`config.mk`:
```
export PLATFORM = sky130hd
export DESIGN_NAME = level_shaper
export DESIGN_NICKNAME = d
export VERILOG_FILES = /design/src/rtl/level_shaper.sv
export SDC_FILE = /design/constraint.sdc
export NUM_CORES = 1
export LEC_CHECK = 0
export CORE_MARGIN = 2
export CORE_UTILIZATION = 30
export DETAILED_ROUTE_END_ITERATION = 10
export GPL_ROUTABILITY_DRIVEN = 0
export SLEW_MARGIN = 20
export SYNTH_ARGS = -nofsm -noshare
export SYNTH_HDL_FRONTEND = slang
export SYNTH_SLANG_ARGS = --single-unit
```
`constraint.sdc`:
```
create_clock -name ClkIn -period 1.75 [get_ports ClkIn]
set_input_delay 0.2625 -clock ClkIn [delete_from_list [all_inputs] [get_ports ClkIn]]
set_output_delay 0.2625 -clock ClkIn [all_outputs]
set_load 0.01 [all_outputs]
```
`src/rtl/level_shaper.sv`:
```
// Level shaper: forwards requested output levels while guaranteeing that
// every level on SignalOut is held for at least DWELL clock cycles.
module level_shaper #(
    parameter int   DWELL      = 8,
    parameter logic IDLE_LEVEL = 1'b0
) (
    input  logic       ClkIn,
    input  logic       RstNIn,
    input  logic       LevelIn,
    input  logic       LevelValid,
    output logic       LevelReady,
    output logic       SignalOut,
    output logic       Busy,
    output logic [7:0] Changes
);

    localparam int CW = (DWELL > 1) ? $clog2(DWELL) : 1;
    localparam logic [CW-1:0] RELOAD = CW'(DWELL - 1);

    typedef enum logic {
        STABLE,
        HOLD
    } state_t;

    state_t        state;
    logic [CW-1:0] count;
    logic          pendValid;
    logic          pendLevel;
    logic          accept;

    assign LevelReady = ~pendValid;
    assign accept     = LevelValid & ~pendValid;
    assign Busy       = (state == HOLD);

    always_ff @(posedge ClkIn or negedge RstNIn) begin
        if (!RstNIn) begin
            state     <= STABLE;
            count     <= '0;
            pendValid <= 1'b0;
            pendLevel <= IDLE_LEVEL;
            SignalOut <= IDLE_LEVEL;
            Changes   <= 8'd0;
        end else begin
            unique case (state)
                STABLE: begin
                    if (accept && (LevelIn != SignalOut)) begin
                        SignalOut <= LevelIn;
                        state     <= HOLD;
                        count     <= RELOAD;
                        Changes   <= Changes + 8'd1;
                    end
                end
                HOLD: begin
                    if (count != '0) begin
                        count <= count - CW'(1);
                        if (accept) begin
                            pendValid <= 1'b1;
                            pendLevel <= LevelIn;
                        end
                    end else if (pendValid) begin
                        pendValid <= 1'b0;
                        if (pendLevel != SignalOut) begin
                            SignalOut <= pendLevel;
                            count     <= RELOAD;
                            Changes   <= Changes + 8'd1;
                        end else begin
                            state <= STABLE;
                        end
                    end else if (accept && (LevelIn != SignalOut)) begin
                        // dwell just expired: take the new level this edge
                        SignalOut <= LevelIn;
                        count     <= RELOAD;
                        Changes   <= Changes + 8'd1;
                    end else begin
                        state <= STABLE;
                    end
                end
                default: state <= STABLE;
            endcase
        end
    end

endmodule

```
== Word-level counts from Yosys, hierarchy flattened ==
Index checks and enable logic that the tools add are counted.
Storage, ports and cells
  register bits after elaboration: 15
  bits of input ports: 4
Cells by class
  bitwise operators: 3
  muxes and demuxes: 22
  $add $sub $neg: 2
  equality and inequality tests: 6
  reduce and logical (&&, ||, !) cells: 5
Operators by type and width (number)
  2-to-1 mux 8 bit: 4
  case mux 8 bit (2 select lines): 1
  2-to-1 mux 3 bit: 4
  2-to-1 mux 1 bit: 10
  adder 8 x 1 -> 8 bit, second input constant: 1
  case mux 3 bit (2 select lines): 1
  inequality test 2 bit, second input constant: 2
  inequality test 4 x 2 -> 1 bit, second input constant: 1
  case mux 1 bit (2 select lines): 2
  AND reduction 2 bit: 2
  inequality test 3 x 2 -> 1 bit, second input constant: 1
  AND reduction 3 bit: 1
  nonzero test 3 bit: 1
  subtractor 3 x 1 -> 3 bit, second input constant: 1
  inequality test 1 bit: 2
  inverter 1 bit: 2
  bitwise AND 1 bit: 1
  logical AND 1 bit: 1

== Logic depth before layout (Yosys ltp) ==
  depth after elaboration: 7
  depth in mapped cells: 6
  gate-level depth less buffers: 6

== Worst setup path after synthesis ==
OpenSTA, ideal clock, no wires.
  path type: register -> register
  from: register state, in the netlist Busy
  to: register Changes[1]
  period minus slack after synthesis: 1.483 ns
  setup time: 0.125 ns
  path buffers: 1
  cell stages (with the launch flop): 6
  arrival: 1.358 ns
  path slack: 0.267 ns
  cell sequence: dfrtp_1 > buf_2 > and2_1 > a21o_2 > nand2_4 > mux2_4
Between the ends
  cells in the longest elaborated chain, start to end: 2
RTL lines
  start, declared: line 25  | state_t state;
  start signal, assigned: line 37  | state <= STABLE;
  start signal, assigned: line 48  | state <= HOLD;
  start signal, assigned: line 67  | state <= STABLE;
  inequality test 3 x 2 -> 1 bit (no line), or another cell as far along
  AND reduction 2 bit (no line) or case mux 8 bit (2 select lines) (tied branches)
  end signal, assigned: line 50  | Changes <= Changes + 8'd1;
  end signal, assigned: line 65  | Changes <= Changes + 8'd1;
  end signal, assigned: line 73  | Changes <= Changes + 8'd1;
  end, declared: line 14  | output logic [7:0] Changes
Several ways; a longest one is shown, not always the timed one.
A chain may end at the register's enable or synchronous reset.

== Final worst setup path ==
  from: register count[1]
  to: register Changes[1]
Between the ends
  cells in the longest elaborated chain, start to end: 3
RTL lines
  start, declared: line 26  | logic [CW-1:0] count;
  start signal, assigned: line 55  | count <= count - CW'(1);
  nonzero test 3 bit: line 54  | if (count != '0) begin
  inequality test 2 bit (no line)
  AND reduction 2 bit (no line)
No other way between the ends.

==> summary.md <==
| Metric | Value |
|---|---|
| Status | finished clean |
| DP Area | 1010 µm² |
| CP required | 1.93 ns |
| Initial antenna violation count | 0 |
| Multiplexer share of the synthesized area | 4.67% |
| Clock buffer count from CTS | 3 |
| Clock Skew | 0.000804 ns |
| Async set-reset flop share out of synthesis | 100% |
| Via Count | 596 |
| I/O pin total | 15 |
| Die Area | 3110 µm² |
| Unique cell type count in the Yosys netlist | 25 |
| Post-Syn Nets | 80 |
| Adder-cell share of the synthesized area | 4.67% |
| Cell Area, Synth | 805 µm² |
| Clock transition at path regs | 0.09 ns |
| Post-Synthesis Cells | 73 |
| Yosys top cell by area | dfrtp_1 |
| Dominant synthesized flop cell | dfrtp_1 |
| Cell area after layout | 1050 µm² |
| Worst-path maximum fanout | 8 |
| Simple-gate area share of the yosys netlist | 17.0% |
| Drt wl/cell | 12.0 µm |
| VDD IR max | 1140 µV |
| Hold-fix buffers, CTS | 0 |
| Initial DRC Count | 5 |
| Xor/xnor share of the synthesized area | 10.7% |
| Area Overhead vs Synth | 30.3% |
| Row cnt | 18 |
| Sequential cell area | 377 µm² |
| Post-synth EDFFs | 0 |
| Die Y | 55.8 µm |
| Max-Cap Viols | 0 |
| Worst Max-Slew Pin Slew | 0.345 ns |
| RSZ-0062 raised after global routing | false |
| Total Wirelength | 1510 µm |
| Tcrit/Tclk final | 91.4% |
| Hold WC Path Type | input pin to async pin |
| Tot GR Track Use | 11.0% |
| Min cycle time layout | 1.60 ns |
| First-pass GRT wire length | 2680 µm |
| Longest Clk Path Bufs | 2 |
| First-pass iteration count of the detailed router | 3 |
| Crit path cell chain | inv_1 -> ha_1 -> nand2b_1 -> a2bb2oi_4 -> nand2_4 -> mux2_4 |
| # nets final | 103 |
| Pwr/cell area | 1720 nW/µm² |
| Ant diodes | 0 |
| Die Wd | 55.8 µm |
| Yosys top cell area share | 46.7% |
| Post-synthesis compound-gate area fraction | 13.8% |
| Initial Util | 32.2% |
| Warning count from the yosys run | 0 |
| Setup crit end kind | flip-flop |
| CTS H-tree depth | 1 |
| Largest net degree at the start of global routing | 16 |
| Synth area leaders | dfrtp_1 (47%), xnor2_1 (7.6%), ha_1 (4.7%) |
| Vias in the first global route | 576 |
| CP Launch Type | flip-flop |
| Core box area | 2500 µm² |
| Port bufs | 14 |
| Mean cell area of the mapped netlist | 11.0 µm² |
| Via-to-Cell Ratio | 4.77 |
| Dpl hpwl | 1080 µm |
| Drc violations | 0 |
| Worst hold slack | 0.275 ns |
| GRT Residual Overflow | 0 |
| Crit-path leading delay family | flip-flops |
| Max Freq | 0.625 GHz |
| Largest family of logic cells by synthesized area | simple AND/OR/NAND/NOR gates |
| Worst-Skew Late Latency | 0.28 ns |
| Rel. slew slack | 76.9% |
| Share of layout cells above drive strength 1 | 18.9% |
| CP max stage cell | dfrtp_1 |
| Slew Viols, Final | 0 |
| Num Clock Sinks | 15 |
| Leak pwr | 0.000476 µW |
| CTS tree | built |
| Multi-input logic area | 414 µm² |
| Number of synthesized register bits | 15 |
| CTS Root Cell | clkbuf_4 |
| Final setup vio count | 0 |
| Critical path type | flip-flop to flip-flop |
| Antenna violation net count after detailed routing | 0 |
| Fillers | 225 |
| Tot Pwr | 1810 µW |
| WP data arrival | 1.78 ns |
| Hold Vio Cnt, Final | 0 |
| Final core occ | 41.9% |
| Sequential share of the synthesized area | 46.7% |
| Buf+Inv Stages, Crit Path | 1 |
| Worst path max stage delay | 0.40 ns |
==> layout by cell type, fill, tap and decap left out, types with 4 or more instances in the layout <==
| cell type | count |
|---|---|
| dfrtp_1 | 14 |
| clkdlybuf4s50_1 | 14 |
| a21oi_1 | 7 |
| xnor2_1 | 7 |
| nand2_1 | 5 |
| buf_4 | 5 |
| inv_1 | 4 |
| and3_1 | 4 |
==> cells by family (layout without fill, tap and decap cells) <==
kind of cell | Yosys count | count (layout)
buffers and inverters | 5 | 27
flip-flops | 15 | 15
AND/OR/NAND/NOR | 23 | 23
XOR/XNOR | 9 | 9
multiplexers | 3 | 3
AO/OA/AOI/OAI | 15 | 15
adder cells (fa/ha/maj) | 3 | 3
==> cell usage after synthesis, drive strengths merged, types with 3 or more instances <==
cell type and n:
nand3 3, and3 4, dfrtp 15, mux2 3, inv 4, a21o 3
xnor2 7, ha 3, and2 3, nand4 3, a21oi 7, nand2 6
==> power breakdown <==
part	total, µW	leakage, µW	switching (µW)	internal, µW
clock	201	0.0000177	116	84.9
sequential	627	0.000182	149	478
combinational	978	0.000276	445	533
total	1810	0.000476	711	1100
==> layer usage <==
layer  wire length [µm]  track usage [%]  vias to the layer above  part of all wire, %
met1                714             14.9                      284                   47
met3                101             5.35                        0                  6.7
li1                   -                -                      298                    -
met2                691             16.3                       14                   46
met4                  0             1.05                        0                    0
met5                  0                0                        -                    0
==> sequential cells by signal, indices dropped and copies added (netlist names) <==
name / flops
SignalOut: 1
Busy: 1
Changes: 8
count: 3
pendValid: 1
pendLevel: 1
==> final timing paths <==
path / from / endpoint / slack (ns) / depth (start not counted)
min in group ClkIn: Changes[7]$_DFFE_PN0P_ / Changes[7]$_DFFE_PN0P_ / 0.48 / 1
max reg2reg: count[1]$_DFFE_PN0P_ / Changes[1]$_DFFE_PN0P_ / 0.15 / 6
max in group asynchronous: RstNIn / Busy$_DFF_PN0_ / 1.29 / 2
min: RstNIn / pendLevel$_DFFE_PN0P_ / 0.28 / 2
min reg2reg: Changes[7]$_DFFE_PN0P_ / Changes[7]$_DFFE_PN0P_ / 0.48 / 1
max: count[1]$_DFFE_PN0P_ / Changes[1]$_DFFE_PN0P_ / 0.15 / 6
==> worst reg2reg max path: cells and delay by family, from the launching register on <==
| family | cells | cell delay [ns] |
|---|---|---|
| flops | 1 | 0.40 |
| simple gates | 2 | 0.25 |
| mux | 1 | 0.30 |
| compound gates | 1 | 0.31 |
| buf+inv | 1 | 0.08 |
| fa+ha+maj | 1 | 0.16 |
==> final cells by class <==
type	instances	area share, %
Clock buffer	3	2.15
Clock inverter	1	0.477
Inverter	4	1.43
Multi-Input combinational cell	53	39.5
Sequential cell	15	35.9
Tap cell	30	3.58
Timing Repair Buffer	19	16.9
==> timing repair <==
| action | in CTS | in global routing |
|---|---|---|
| endpoints found under the setup margin | 0 | 3 |
| buffers inserted | 0 | 0 |
| gates resized for setup | 0 | 2 |
==> per-stage QoR <==
step / setup slack (ns) / setup TNS (ns) / instances
after global placement: -0.0157 / -0.0157 / 121
after global routing: 0.0343 / 0 / 125
final: 0.150 / 0 / 125
after CTS: 0.0322 / 0 / 125
after detailed placement: -0.0289 / -0.0289 / 121
after floorplan: 0.267 / 0 / 73
(Power assumes the default switching activity.)
==> patch: new RTL, same flow settings <==
Register the output `LevelReady`, cleared by the reset; this adds one clock of latency there. The other outputs are not delayed to match.
--- a/src/rtl/level_shaper.sv
+++ b/src/rtl/level_shaper.sv
@@ -28,7 +28,13 @@
     logic          pendLevel;
     logic          accept;
 
-    assign LevelReady = ~pendValid;
+    always_ff @(posedge ClkIn or negedge RstNIn) begin
+        if (!RstNIn) begin
+            LevelReady <= '0;
+        end else begin
+            LevelReady <= ~pendValid;
+        end
+    end
     assign accept     = LevelValid & ~pendValid;
     assign Busy       = (state == HOLD);
 
Behaviour: not the same (Yosys sat finds a counterexample within 4 cycles, from zero or initial values and one cycle with RstNIn low).
==> patch against the unedited design <==
Sequential share of layout area increased by 0.49 points. Setup slack got worse by 54 ps. Critical path depth unchanged. Die area increased by 4.0%. Wire length increased by 12%. Non-clock buffer count increased by 1. Design area increased by 4.9%. Synthesized area increased by 4.4%. Power increased by 7.4%. Sequential cell count increased by 1. First-iteration DRC count increased by 140%.
==> patch: results (changes against the unedited design) <==
[layout]
drive_gt1_share_pct=19.6  ; was 18.9%

[synth]
ys_seq_area_share_pct=47.7  ; was 46.7%
synth_xor_area_share_pct=10.3  ; was 10.7%
synthAdderAreaFrac_pct=4.47  ; was 4.67%
synth_commonest_cells=dfrtp_1 (16), xnor2_1 (7), a21oi_1 (6)  ; was dfrtp_1 (15), a21oi_1 (7), xnor2_1 (7)
synth-compound-area-share_pct=14.5  ; was 13.8%
syn_nets=81  ; was 80
synth.area.mux_share_pct=4.47  ; was 4.67%
netlist_instances=74  ; was 73
yosys-top-cells-area=dfrtp_1 (48%), xnor2_1 (7.3%), ha_1 (4.5%)  ; was dfrtp_1 (47%), xnor2_1 (7.6%), ha_1 (4.7%)

[global_routing]
met1_usage_pct=15.9  ; was 14.9%
use_met3_pct=5.07  ; was 5.35%
grt_pass1_vias=672  ; was 576
met2_usage_pct=19.0  ; was 16.3%

[critical_path]
critPathMaxStageDelay_ps=370  ; was 400 ps
worstPathArrival_ps=1850  ; was 1780 ps

[run_status]
status=complete, no violations  ; unchanged

[route]
wl_mm=1.69  ; was 1.51 mm
wl_met2_um=805  ; was 691 um
wl_met3_um=97  ; was 101 um
num_vias=628  ; was 596
vias_per_cell=4.91  ; was 4.77
detail_route.first_pass.iterations=4  ; was 3
met1_length_um=773  ; was 714 um
top_layer=met4  ; was met3

[clock_network]
clkLatencyLatePin_ps=300  ; was 280 ps

[place]
place_hpwl_mm=1.20  ; was 1.08 mm
place_inst=124  ; was 121
postPlaceCellArea_mm2=0.00106  ; was 0.00101 mm^2

[timing]
fin_skew_ps=2.51  ; was 0.804 ps

[power_and_ir_drop]
leakage_nw=0.500  ; was 0.476 nW

==> patch: path summary, 6_finish.rpt <==
| kind | startpoint | to | slack [ps] | cells past startpoint |
|---|---|---|---|---|
| worst max-delay path | count[0] | Changes[1] | 100 | 6 |
| worst min-delay path | RstNIn | SignalOut | 270 | 2 |
| worst max register to register | count[0] | Changes[1] | 100 | 6 |
| worst min register to register | Changes[7] | Changes[7] | 490 | 1 |
| max in group asynchronous | RstNIn | Changes[3] | 1300 | 2 |
| min in group ClkIn | Changes[7] | Changes[7] | 490 | 1 |
==> patch: worst max-delay path, delay by kind of cell (launching register included) <==
| kind | cells | cell delay [ps] |
|---|---|---|
| AND/OR/NAND/NOR | 2 | 270 |
| AO/OA/AOI/OAI | 1 | 330 |
| flip-flops | 1 | 370 |
| adder cells (fa/ha/maj) | 1 | 190 |
| multiplexers | 1 | 290 |
| buffers and inverters | 1 | 100 |
==> patch: cell type report <==
class                      count  area (um^2)
fill                         277         1610
multi-input combinational     53          424
sequential                    16          400
timing repair buffer          20          185
tap                           31         38.8
clock buffer                   4         36.3
inverter                       4         15.0
==> patch: report_power, final <==
| group | switching (W) | internal [W] |
|---|---|---|
| Combinational | 0.000484 | 0.000546 |
| Sequential | 0.000140 | 0.000506 |
| Clock | 0.000137 | 0.000127 |
| Total | 0.000761 | 0.00118 |
==> patch: cell families (layout without fill, tap and decap cells) <==
logic type / count (synthesis) / after routing
compound gates: 15 / 15
xor+xnor: 9 / 9
fa+ha+maj: 3 / 3
buf+inv: 5 / 28
flops: 16 / 16
mux: 3 / 3
simple gates: 23 / 23
==> patch: what timing repair did <==
item                       in CTS  in global routing
hold buffers                    0                  0
buffers inserted                0                  0
setup endpoints to repair       0                  1
hold endpoints to repair        0                  0
resized for setup               0                  1
